`src/rtl/mult_stim_gen_pkg.sv`:
```
// Shared types and default widths for the mult_stim_gen operand-stream generator.
package mult_pkg;

    localparam int unsigned A_W   = 11;
    localparam int unsigned B_W   = 11;
    localparam int unsigned CNT_W = 8;

    typedef enum logic [1:0] {
        StIdle,
        StRun,
        StFin
    } state_e;

    function automatic int unsigned prod_w(input int unsigned aw, input int unsigned bw);
        return aw + bw - 1;
    endfunction

endpackage

```
`src/rtl/mult_stim_gen_if.sv`:
```
// Operand-stream bus between mult_stim_gen and its consumer.
// Optional expected-product signals appear when MULT_STIM_EXPECT_EN is defined.
interface mult_stim_gen_if #(
    parameter int unsigned A_W   = 11,
    parameter int unsigned B_W   = 11,
    parameter int unsigned CNT_W = 8
) ();
    localparam int unsigned PW = mult_pkg::prod_w(A_W, B_W);

    logic             start;
    logic [A_W-1:0]   a_base;
    logic [B_W-1:0]   b_base;
    logic [A_W-1:0]   a_step;
    logic [B_W-1:0]   b_step;
    logic [CNT_W-1:0] num_pairs;
    logic [CNT_W-1:0] hold;

    logic [A_W-1:0]   A;
    logic [B_W-1:0]   B;
    logic             valid;
    logic             busy;
    logic             done;
`ifdef MULT_STIM_EXPECT_EN
    logic [PW-1:0]    exp_p;
    logic             exp_match;
`endif

    modport master (
        input  start, a_base, b_base, a_step, b_step, num_pairs, hold,
        output A, B, valid, busy, done
`ifdef MULT_STIM_EXPECT_EN
        , output exp_p, exp_match
`endif
    );

    modport slave (
        output start, a_base, b_base, a_step, b_step, num_pairs, hold,
        input  A, B, valid, busy, done
`ifdef MULT_STIM_EXPECT_EN
        , input exp_p, exp_match
`endif
    );

endinterface

```
`src/rtl/mult_stim_gen_hold_ctr.sv`:
```
// Hold/pair counter pair for mult_stim_gen: strobes step (advance operands) and
// last (final cycle of the final pair).
module stim_hold_ctr #(
    parameter int unsigned CNT_W = 8
) (
    input  logic             clk,
    input  logic             rst,
    input  logic             clear_i,
    input  logic             en_i,
    input  logic [CNT_W-1:0] hold_i,
    input  logic [CNT_W-1:0] num_pairs_i,
    output logic             step_o,
    output logic             last_o
);
    localparam logic [CNT_W-1:0] One = {{(CNT_W-1){1'b0}}, 1'b1};

    logic [CNT_W-1:0] hold_cnt_q, hold_cnt_d;
    logic [CNT_W-1:0] pair_cnt_q, pair_cnt_d;
    logic             hold_hit;
    logic             last_pair;

    always_comb begin
        hold_hit  = (hold_cnt_q == hold_i);
        // Only meaningful while en_i, where num_pairs_i is known to be non-zero.
        last_pair = (pair_cnt_q == num_pairs_i - One);
        step_o    = en_i && hold_hit && !last_pair;
        last_o    = en_i && hold_hit && last_pair;
    end

    always_comb begin
        hold_cnt_d = hold_cnt_q;
        pair_cnt_d = pair_cnt_q;
        if (clear_i) begin
            hold_cnt_d = '0;
            pair_cnt_d = '0;
        end else if (en_i) begin
            if (hold_hit) begin
                hold_cnt_d = '0;
                if (!last_pair) begin
                    pair_cnt_d = pair_cnt_q + One;
                end
            end else begin
                hold_cnt_d = hold_cnt_q + One;
            end
        end
    end

    always_ff @(posedge clk or posedge rst) begin
        if (rst) begin
            hold_cnt_q <= '0;
            pair_cnt_q <= '0;
        end else begin
            hold_cnt_q <= hold_cnt_d;
            pair_cnt_q <= pair_cnt_d;
        end
    end

endmodule

```
`src/rtl/mult_stim_gen.sv`:
```
// Operand-stream generator: emits stepped (A, B) pairs, each held hold+1 cycles.
// Define MULT_STIM_EXPECT_EN to add the registered expected-product outputs.
module mult_stim_gen #(
    parameter int unsigned A_W   = mult_pkg::A_W,
    parameter int unsigned B_W   = mult_pkg::B_W,
    parameter int unsigned CNT_W = mult_pkg::CNT_W,
    parameter logic [A_W+B_W-2:0] PATTERN = 21'd24
) (
    input  logic            clk,
    input  logic            rst,
    mult_stim_gen_if.master bus
);
    import mult_pkg::*;

    state_e           state_q, state_d;
    logic [A_W-1:0]   a_q, a_d;
    logic [B_W-1:0]   b_q, b_d;
    logic [A_W-1:0]   a_step_q, a_step_d;
    logic [B_W-1:0]   b_step_q, b_step_d;
    logic [CNT_W-1:0] num_q, num_d;
    logic [CNT_W-1:0] hold_q, hold_d;
    logic             valid_q, valid_d;
    logic             busy_q, busy_d;
    logic             done_q, done_d;

    logic ctr_clear;
    logic ctr_en;
    logic ctr_step;
    logic ctr_last;

    stim_hold_ctr #(
        .CNT_W (CNT_W)
    ) u_hold_ctr (
        .clk         (clk),
        .rst         (rst),
        .clear_i     (ctr_clear),
        .en_i        (ctr_en),
        .hold_i      (hold_q),
        .num_pairs_i (num_q),
        .step_o      (ctr_step),
        .last_o      (ctr_last)
    );

    always_comb begin
        state_d   = state_q;
        a_d       = a_q;
        b_d       = b_q;
        a_step_d  = a_step_q;
        b_step_d  = b_step_q;
        num_d     = num_q;
        hold_d    = hold_q;
        valid_d   = valid_q;
        busy_d    = busy_q;
        done_d    = 1'b0;
        ctr_clear = 1'b0;
        ctr_en    = 1'b0;

        unique case (state_q)
            StIdle: begin
                // done_q high means this is the done-pulse cycle; start is ignored there.
                if (bus.start && !done_q) begin
                    a_step_d  = bus.a_step;
                    b_step_d  = bus.b_step;
                    num_d     = bus.num_pairs;
                    hold_d    = bus.hold;
                    busy_d    = 1'b1;
                    ctr_clear = 1'b1;
                    if (bus.num_pairs != '0) begin
                        a_d     = bus.a_base;
                        b_d     = bus.b_base;
                        valid_d = 1'b1;
                        state_d = StRun;
                    end else begin
                        state_d = StFin;
                    end
                end
            end
            StRun: begin
                ctr_en = 1'b1;
                if (ctr_last) begin
                    valid_d = 1'b0;
                    state_d = StFin;
                end else if (ctr_step) begin
                    a_d = a_q + a_step_q;
                    b_d = b_q + b_step_q;
                end
            end
            StFin: begin
                busy_d  = 1'b0;
                done_d  = 1'b1;
                state_d = StIdle;
            end
            default: begin
                state_d = StIdle;
            end
        endcase
    end

    always_ff @(posedge clk or posedge rst) begin
        if (rst) begin
            state_q  <= StIdle;
            a_q      <= '0;
            b_q      <= '0;
            a_step_q <= '0;
            b_step_q <= '0;
            num_q    <= '0;
            hold_q   <= '0;
            valid_q  <= 1'b0;
            busy_q   <= 1'b0;
            done_q   <= 1'b0;
        end else begin
            state_q  <= state_d;
            a_q      <= a_d;
            b_q      <= b_d;
            a_step_q <= a_step_d;
            b_step_q <= b_step_d;
            num_q    <= num_d;
            hold_q   <= hold_d;
            valid_q  <= valid_d;
            busy_q   <= busy_d;
            done_q   <= done_d;
        end
    end

    assign bus.A     = a_q;
    assign bus.B     = b_q;
    assign bus.valid = valid_q;
    assign bus.busy  = busy_q;
    assign bus.done  = done_q;

`ifdef MULT_STIM_EXPECT_EN
    localparam int unsigned PW = prod_w(A_W, B_W);

    logic [A_W+B_W-1:0] prod_full;
    logic [PW-1:0]      exp_p_q, exp_p_d;
    logic               exp_match_q, exp_match_d;

    // Registered to line up with the detector's one-cycle registered output.
    always_comb begin
        prod_full   = {{B_W{1'b0}}, a_q} * {{A_W{1'b0}}, b_q};
        exp_p_d     = prod_full[PW-1:0];
        exp_match_d = (prod_full == {1'b0, PATTERN}) && valid_q;
    end

    always_ff @(posedge clk or posedge rst) begin
        if (rst) begin
            exp_p_q     <= '0;
            exp_match_q <= 1'b0;
        end else begin
            exp_p_q     <= exp_p_d;
            exp_match_q <= exp_match_d;
        end
    end

    assign bus.exp_p     = exp_p_q;
    assign bus.exp_match = exp_match_q;
`endif

endmodule

```
`src/flat_wrapper.sv`:
```
// flat-port wrapper written by rule: the top's interface ports become plain ports
module mult_stim_gen_flat import mult_pkg::*;
#(
    parameter int unsigned A_W   = mult_pkg::A_W,
    parameter int unsigned B_W   = mult_pkg::B_W,
    parameter int unsigned CNT_W = mult_pkg::CNT_W,
    parameter logic [A_W+B_W-2:0] PATTERN = 21'd24
)
  (clk, rst, bus_start, bus_a_base, bus_b_base, bus_a_step, bus_b_step, bus_num_pairs, bus_hold, bus_A, bus_B, bus_valid, bus_busy, bus_done);
  mult_stim_gen_if #(.A_W(A_W), .B_W(B_W), .CNT_W(CNT_W)) bus_i ();
  input  logic clk;
  input  logic rst;
  input wire logic [$bits(bus_i.start)-1:0] bus_start;
  input wire logic [$bits(bus_i.a_base)-1:0] bus_a_base;
  input wire logic [$bits(bus_i.b_base)-1:0] bus_b_base;
  input wire logic [$bits(bus_i.a_step)-1:0] bus_a_step;
  input wire logic [$bits(bus_i.b_step)-1:0] bus_b_step;
  input wire logic [$bits(bus_i.num_pairs)-1:0] bus_num_pairs;
  input wire logic [$bits(bus_i.hold)-1:0] bus_hold;
  output wire logic [$bits(bus_i.A)-1:0] bus_A;
  output wire logic [$bits(bus_i.B)-1:0] bus_B;
  output wire logic [$bits(bus_i.valid)-1:0] bus_valid;
  output wire logic [$bits(bus_i.busy)-1:0] bus_busy;
  output wire logic [$bits(bus_i.done)-1:0] bus_done;
  assign bus_i.start = bus_start;
  assign bus_i.a_base = bus_a_base;
  assign bus_i.b_base = bus_b_base;
  assign bus_i.a_step = bus_a_step;
  assign bus_i.b_step = bus_b_step;
  assign bus_i.num_pairs = bus_num_pairs;
  assign bus_i.hold = bus_hold;
  assign bus_A = bus_i.A;
  assign bus_B = bus_i.B;
  assign bus_valid = bus_i.valid;
  assign bus_busy = bus_i.busy;
  assign bus_done = bus_i.done;
  mult_stim_gen #(.A_W(A_W), .B_W(B_W), .CNT_W(CNT_W), .PATTERN(PATTERN)) u_core (.clk(clk), .rst(rst), .bus(bus_i));
endmodule
```
`config.mk`:
```
export PLATFORM = sky130hd
export DESIGN_NAME = mult_stim_gen_flat
export DESIGN_NICKNAME = d
export VERILOG_FILES = /design/src/rtl/mult_stim_gen_pkg.sv /design/src/rtl/mult_stim_gen_if.sv /design/src/rtl/mult_stim_gen_hold_ctr.sv /design/src/rtl/mult_stim_gen.sv /design/src/flat_wrapper.sv
export SDC_FILE = /design/constraint.sdc
export NUM_CORES = 1
export LEC_CHECK = 0
export CAP_MARGIN = 20
export CORE_MARGIN = 2
export CORE_UTILIZATION = 48
export DETAILED_ROUTE_END_ITERATION = 8
export PLACE_DENSITY = 0.87
export SYNTH_ARGS = -nofsm -noshare
export SYNTH_HDL_FRONTEND = slang
export SYNTH_HIERARCHICAL = 1
export SYNTH_SLANG_ARGS = --single-unit
```
`constraint.sdc`:
```
create_clock -name clk -period 3.1 [get_ports clk]
set_clock_uncertainty 0.1 [all_clocks]
set_input_delay 0.31 -clock clk [delete_from_list [all_inputs] [get_ports clk]]
set_output_delay 0.31 -clock clk [all_outputs]
set_load 0.01 [all_outputs]
```
==> impl_results.md <==
- Post-synth EDFFs: 0
- Worst setup margin: 0.02075 ns
- Total via count in the routed design: 4154
- DRC Markers: 0
- Startpoint Class: flip-flop
- Worst Path Arrival: 3.20 ns
- Antenna violations before repair: 0
- Port Buf Inserts: 87
- TNS Setup: 0 ns
- Syn Area/Cell: 10.17 um^2
- # diodes: 0
- Top area cells in the synthesized netlist: dfrtp_1 42%, mux2_2 7.3%, ha_1 6.0%
- Cts hold-fix bufs: 0
- FILL cells: 750
- Max Used Layer: met4
- Final hold vios: 0
- Clk sinks: 81
- Power Total: 5.991 mW
- Clock root buffer: clkbuf_8
- Hold/Removal Path Class: input port to asynchronous set/reset pin
- Leak: 2.493 nW
- First-pass GRT wire length: 18970 um
- Commonest non-fill, non-tap cell in the layout: clkdlybuf4s50_1
- Max Freq: 324.8 MHz
- Syn nets: 561
- Number of max-cap violations: 0
- Cells after Synth: 473
- Slew Viols, Final: 0
- ANT nets after route: 0
- Number of buffers created by CTS: 9
- Initial DRC count: 174
- Grt ovf: 0
- Routed length per instance: 17.19 um
- HPWL after DPL: 8213 um
- Most frequent cells in the layout: 87 x clkdlybuf4s50_1, 81 x dfrtp_1, 31 x mux2_2
- Clock buffer depth: 2
- #FFs+latches synth: 81
- Yosys warnings: 6
- CP max FO: 5
- Synth Flop Type: dfrtp_1
- Worst skew pair latency: 0.34 ns
- Core area: 9774 um^2
- Slew margin rel.: 0.5931
- Die width: 104.1 um
- Outcome: completed
- Worst-Margin Slew: 0.6091 ns
- Seq/Total Area, Yosys: 0.4212
- RSZ-0062 raised after global routing: true
- Crit. End Element: flip-flop
- Met3 wire len: 575 um
- Cell taking the most area after synthesis: dfrtp_1
- Final min period: 3.079 ns
- Layout cells sized above 1: 0.1875
- Mapped cell area: 4812 um^2
- Die Height: 104.1 um
- Routed WL: 12190 um
- Reg2reg start: u_core/num_q[1]
- Pre-CTS setup slack: 0.02300 ns
- Post-Place Cells: 685
- IO Count: 88
- CTS clk-pin slew, worst paths: 0.08 ns
- Pwr/cell area: 948.0 nW/um^2
- Starting density of the core: 0.4923
- Net count, final: 661
- Synth async-reset ratio: 1.000
- Worst VDD drop: 534.8 uV
- Crit path from: u_core/num_q[1]
- Final setup fails: 0
- Period utilization: 0.9933
- Critical path class: flip-flop to flip-flop
- Die area: 10840 um^2
- Vias/cell: 5.859
- H-Tree Depth: 3
- CTS tree: built
- Tot GR Track Use: 0.2143
- Cell Count, Final, Fillers Out: 709
- Yosys cell types: 57
- Largest net degree at the start of global routing: 49
- Vias in the first global route: 4144
- Final core utilization: 0.6466
- Rows: 36
- WL met1: 5026 um
- Worst EP required: 3.22 ns
- RD Place Congestion: 0.8391
- First-pass detailed-route iteration total: 4
- Synth top area share: 0.4212
- P&R area growth vs syn: 31.33%
- Met2 WL: 6174 um
==> per-stage QoR <==
stage / hold slack, ns / cell area [um^2]
after detailed placement: 0.4002 / 5843
after global routing: 0.3022 / 6320
after global placement: 0.3884 / 5843
after floorplan: 0.1237 / 4812
final: 0.2607 / 6320
after CTS: 0.2682 / 6036
==> power by group <==
group	total, mW	switching (mW)	internal [mW]	leakage (nW)
Combinational	3.36	1.67	1.70	1.44
Clock	0.727	0.362	0.365	0.0892
Sequential	1.90	0.432	1.47	0.968
Total	5.99	2.46	3.53	2.49
==> cells in the mapped netlist (6+ instances only) <==
| cell | n |
|---|---|
| a211oi_2 | 6 |
| or4_1 | 6 |
| nand3_1 | 13 |
| ha_1 | 23 |
| inv_1 | 14 |
| nor3_1 | 12 |
| nor2_1 | 34 |
| a31oi_1 | 17 |
| and3_1 | 7 |
| o31ai_1 | 9 |
| xnor2_1 | 23 |
| o21ai_0 | 28 |
| nand2_1 | 27 |
| a21oi_1 | 25 |
| a21o_1 | 8 |
| nand4_1 | 6 |
| dfrtp_1 | 81 |
| xor2_1 | 6 |
| mux2_2 | 31 |
| nor2b_1 | 8 |
==> cell type report <==
class	count	area (um^2)	share of cell area
multi-input combinational	360	2781	0.4401
sequential	81	2027	0.3207
timing repair buffer	107	1117	0.1768
tap	133	166.4	0.02633
clock buffer	11	131.4	0.02079
inverter	14	52.55	0.008315
clock inverter	3	43.79	0.006929
==> state kept, by name, summed over array words and instances (netlist names) <==
signal                        count
u_core/bus.done                   1
u_core/u_hold_ctr/hold_cnt_q      8
u_core/bus.B                     11
u_core/state_q                    2
u_core/bus.A                     11
u_core/b_step_q                  11
u_core/bus.valid                  1
u_core/a_step_q                  11
u_core/bus.busy                   1
u_core/hold_q                     8
u_core/num_q                      8
u_core/u_hold_ctr/pair_cnt_q      8
==> cell families (layout without fill, tap and decap cells) <==
family / after synthesis / after routing / share of synthesized area
AOI/OAI and AO/OA: 126 / 126 / 0.1737
xor gates and xnor gates: 29 / 29 / 0.05278
buffers and inverters: 32 / 135 / 0.03692
and+or+nand+nor: 142 / 142 / 0.1589
DFF: 81 / 81 / 0.4212
muxes: 38 / 38 / 0.08840
adders and majority gates: 25 / 25 / 0.06812
==> worst max-delay path, stage by stage, from the launching register on <==
cell,delay [ns]
dfrtp_1,0.41
inv_1,0.07
ha_2,0.26
xnor2_1,0.14
a311oi_1,0.34
o211ai_1,0.22
a211oi_2,0.31
nor2b_4,0.22
inv_2,0.07
a32oi_4,0.28
nor2_4,0.09
buf_12,0.14
clkbuf_16,0.17
nor2_4,0.09
a31oi_2,0.05
==> repair_timing <==
action | CTS | global route
cloned | 0 | 4
gates resized for setup | 4 | 40
pin swaps | 1 | 7
setup buffers | 0 | 6
setup endpoints to repair | 4 | 18
==> final timing paths <==
kind | to | cells after the start | slack, ns
min reg2reg | u_core/hold_q[3] | 1 | 0.42
max reg2reg | u_core/bus.A[0] | 14 | 0.02
min in group clk | u_core/hold_q[3] | 1 | 0.42
max in group asynchronous | u_core/bus.A[7] | 3 | 2.02
min | u_core/hold_q[0] | 2 | 0.26
max | u_core/bus.A[0] | 14 | 0.02
==> per-layer routing <==
| layer | vias up | track usage |
|---|---|---|
| met4 | 0 | 0.09073 |
| met3 | 33 | 0.03822 |
| met5 | - | 0 |
| li1 | 1937 | - |
| met1 | 2039 | 0.2588 |
| met2 | 145 | 0.3759 |
No activity file was read; power rests on OpenSTA's default activity.
==> edit, RTL diff (config.mk and constraints unchanged) <==
Take the reset off `hold_q` and load it in a clocked block of its own.
--- a/src/rtl/mult_stim_gen.sv
+++ b/src/rtl/mult_stim_gen.sv
@@ -105,5 +105,4 @@
             b_step_q <= '0;
             num_q    <= '0;
-            hold_q   <= '0;
             valid_q  <= 1'b0;
             busy_q   <= 1'b0;
@@ -116,9 +115,12 @@
             b_step_q <= b_step_d;
             num_q    <= num_d;
-            hold_q   <= hold_d;
             valid_q  <= valid_d;
             busy_q   <= busy_d;
             done_q   <= done_d;
         end
+    end
+
+    always_ff @(posedge clk) begin
+        hold_q <= hold_d;
     end
 
Function: same outputs for any inputs over 4 cycles, from zero or initial values and one cycle with rst high; that may be too few to reach the edited logic, so the function may still have changed.
==> edit against the original RTL <==
- area after synthesis is 0.52% lower
- worst setup slack better by 0.058 ns
- wire length is 3.3% lower
- fmax is 1.9% higher
- utilization is 2.0 points lower
- first-iteration DRC count is 1.7% higher
- power is 7.0% lower
- final area is 3.6% lower
- sequential cell count stayed put
- largest power group unchanged
- highest routed layer unchanged
==> edit: results (changes against the original RTL) <==
| Metric | Value |
|---|---|
| Ys async rst share | 90.1% (was 100%) |
| Crit. End Element | flop (unchanged) |
| R2r startpoint | u_core/num_q[1] (unchanged) |
| Xor-xnor portion of the synthesized cell area | 5.31% (was 5.28%) |
| GRT Util Overall | 22.1% (was 21.4%) |
| Adder-Cell Fraction of Synth Area | 6.85% (was 6.81%) |
| Hold-fix buffers, CTS | 0 (unchanged) |
| Routed len/inst | 16.7 µm (was 17.2 µm) |
| CTS clk-pin slew, worst paths | 0.08 ns (about the same) |
| P_leak | 2.40 nW (was 2.49 nW) |
| R2r setup slk | 0.08 ns (was 0.02 ns) |
| First-pass GRT wire length | 19400 µm (was 19000 µm) |
| Mux cell area share after synthesis | 7.00% (was 8.84%) |
| Non-filler cells, final | 704 (was 709) |
| Vias per inst | 5.71 (was 5.86) |
| Synth Area in Compound Gates | 17.1% (was 17.4%) |
| Syn_nets | 551 (was 561) |
| DRT iter0 DRCs | 177 (was 174) |
| VDD IR max | 0.535 mV (about the same) |
| Post-DP HPWL | 8150 µm (was 8210 µm) |
| Largest net degree at the start of global routing | 31 (was 49) |
| # nets final | 654 (was 661) |
| Status | complete, no violations (unchanged) |
| RePlAce Congestion | 0.817 (was 0.839) |
| Worst reg2reg path depth | 13 (was 14) |
| Clk root buf | clkbuf_8 (unchanged) |
| Layout fillers | 770 (was 750) |
| Tightest Pin Transition | 0.694 ns (was 0.609 ns) |
| Largest fanout on the critical path | 4 (was 5) |
| Inserted Clock Buffers | 9 (unchanged) |
| Hold slack | 0.288 ns (was 0.261 ns) |
| Hold Crit Class | in -> async (unchanged) |
| Post-synth EDFFs | 8 (was 0) |
| Fraction of final layout cells sized beyond drive strength 1 | 15.8% (was 18.8%) |
| Commonest cells post-synth | dfrtp_1 (73), nor2_1 (35), o21ai_0 (29) (was dfrtp_1 (81), nor2_1 (34), mux2_2 (31)) |
| Top cells by area, synth | dfrtp_1 (38%), mux2_2 (6.4%), ha_1 (6.0%) (was dfrtp_1 (42%), mux2_2 (7.3%), ha_1 (6.0%)) |
| Placed Instances | 678 (was 685) |
| CP delay by family, top | simple AND/OR/NAND/NOR gates (was compound AO/OA/AOI/OAI gates) |
| Worst R2R End | u_core/bus.B[10] (was u_core/bus.A[0]) |
| Worst Path Arrival | 3.17 ns (was 3.20 ns) |
| Syn avg cell area | 10.3 µm² (was 10.2 µm²) |
| Worst-Skew Late Latency | 0.36 ns (was 0.34 ns) |
| Seq/Total Area, Yosys | 43.2% (was 42.1%) |
| 1st-pass router iterations | 4 (unchanged) |
| Synth cell types | 66 (was 57) |
| Vias in the first global route | 4066 (was 4144) |
## edit: layout make-up
cell class	count	area (µm²)	share of cell area [%]
multi-input combinational	353	2600	42.7
clock inverter	3	17.5	0.287
tap	133	166	2.73
timing repair buffer	107	1040	17.0
sequential	81	2070	33.9
inverter	14	52.6	0.862
clock buffer	13	149	2.44
## edit: where the power goes
group          leakage (nW)  total [mW]  switching, mW  internal [mW]
Clock                0.0834       0.691          0.380          0.312
Combinational          1.37        3.09           1.55           1.54
Sequential            0.947        1.79          0.355           1.43
## edit: how the worst max path moves through the flow
stage / slack, ns / to / cells after the start / from
global placement: 0.02 / u_core/bus.B[8] / 12 / u_core/num_q[1]
floorplan: 0.03 / u_core/bus.B[8] / 14 / u_core/num_q[0]
detailed placement: -0.13 / u_core/bus.B[8] / 12 / u_core/num_q[1]
global route: -0.03 / u_core/bus.B[10] / 13 / u_core/num_q[1]
finish: 0.08 / u_core/bus.B[10] / 13 / u_core/num_q[1]
CTS: 0.003 / u_core/bus.B[10] / 13 / u_core/num_q[1]
## edit: what timing repair did
action / CTS / global route
gates resized for setup: 1 / 11
setup endpoints to repair: 7 / 22
pin swaps: 3 / 6
setup buffers: 0 / 9
cloned: 1 / 0
## edit: per-layer routing
layer	vias to the layer above	global-route usage, %	share of wire (%)
met2	147	37.0	50
met5	-	0	0
li1	1906	-	-
met4	0	6.76	1.6
met3	25	6.14	6.8
met1	1944	27.9	41
## edit: cell families after synthesis
family | count (synthesis)
compound gates | 123
xor+xnor | 29
fa+ha+maj | 25
buf+inv | 30
flops | 81
mux | 30
simple gates | 145
## edit: worst reg2reg max path, cell delays in order, from the launching register on
cell and delay, ns:
dfrtp_1 0.41, inv_2 0.08, ha_4 0.15, or3b_4 0.39, nor4_2 0.14, o211ai_1 0.14
a211oi_2 0.31, nor2b_4 0.20, inv_1 0.07, a32oi_4 0.30, buf_6 0.16, nor3_4 0.05
nor4bb_2 0.18, nor3_1 0.24
## edit: metrics by stage
stage	area, µm²	setup slack, ns	total power [mW]
after floorplan	4790	0.0340	3.87
after global placement	5800	0.0184	4.61
after detailed placement	5800	-0.130	4.75
after CTS	5980	0.00270	5.49
after global routing	6090	-0.0333	6.00
final	6090	0.0792	5.57
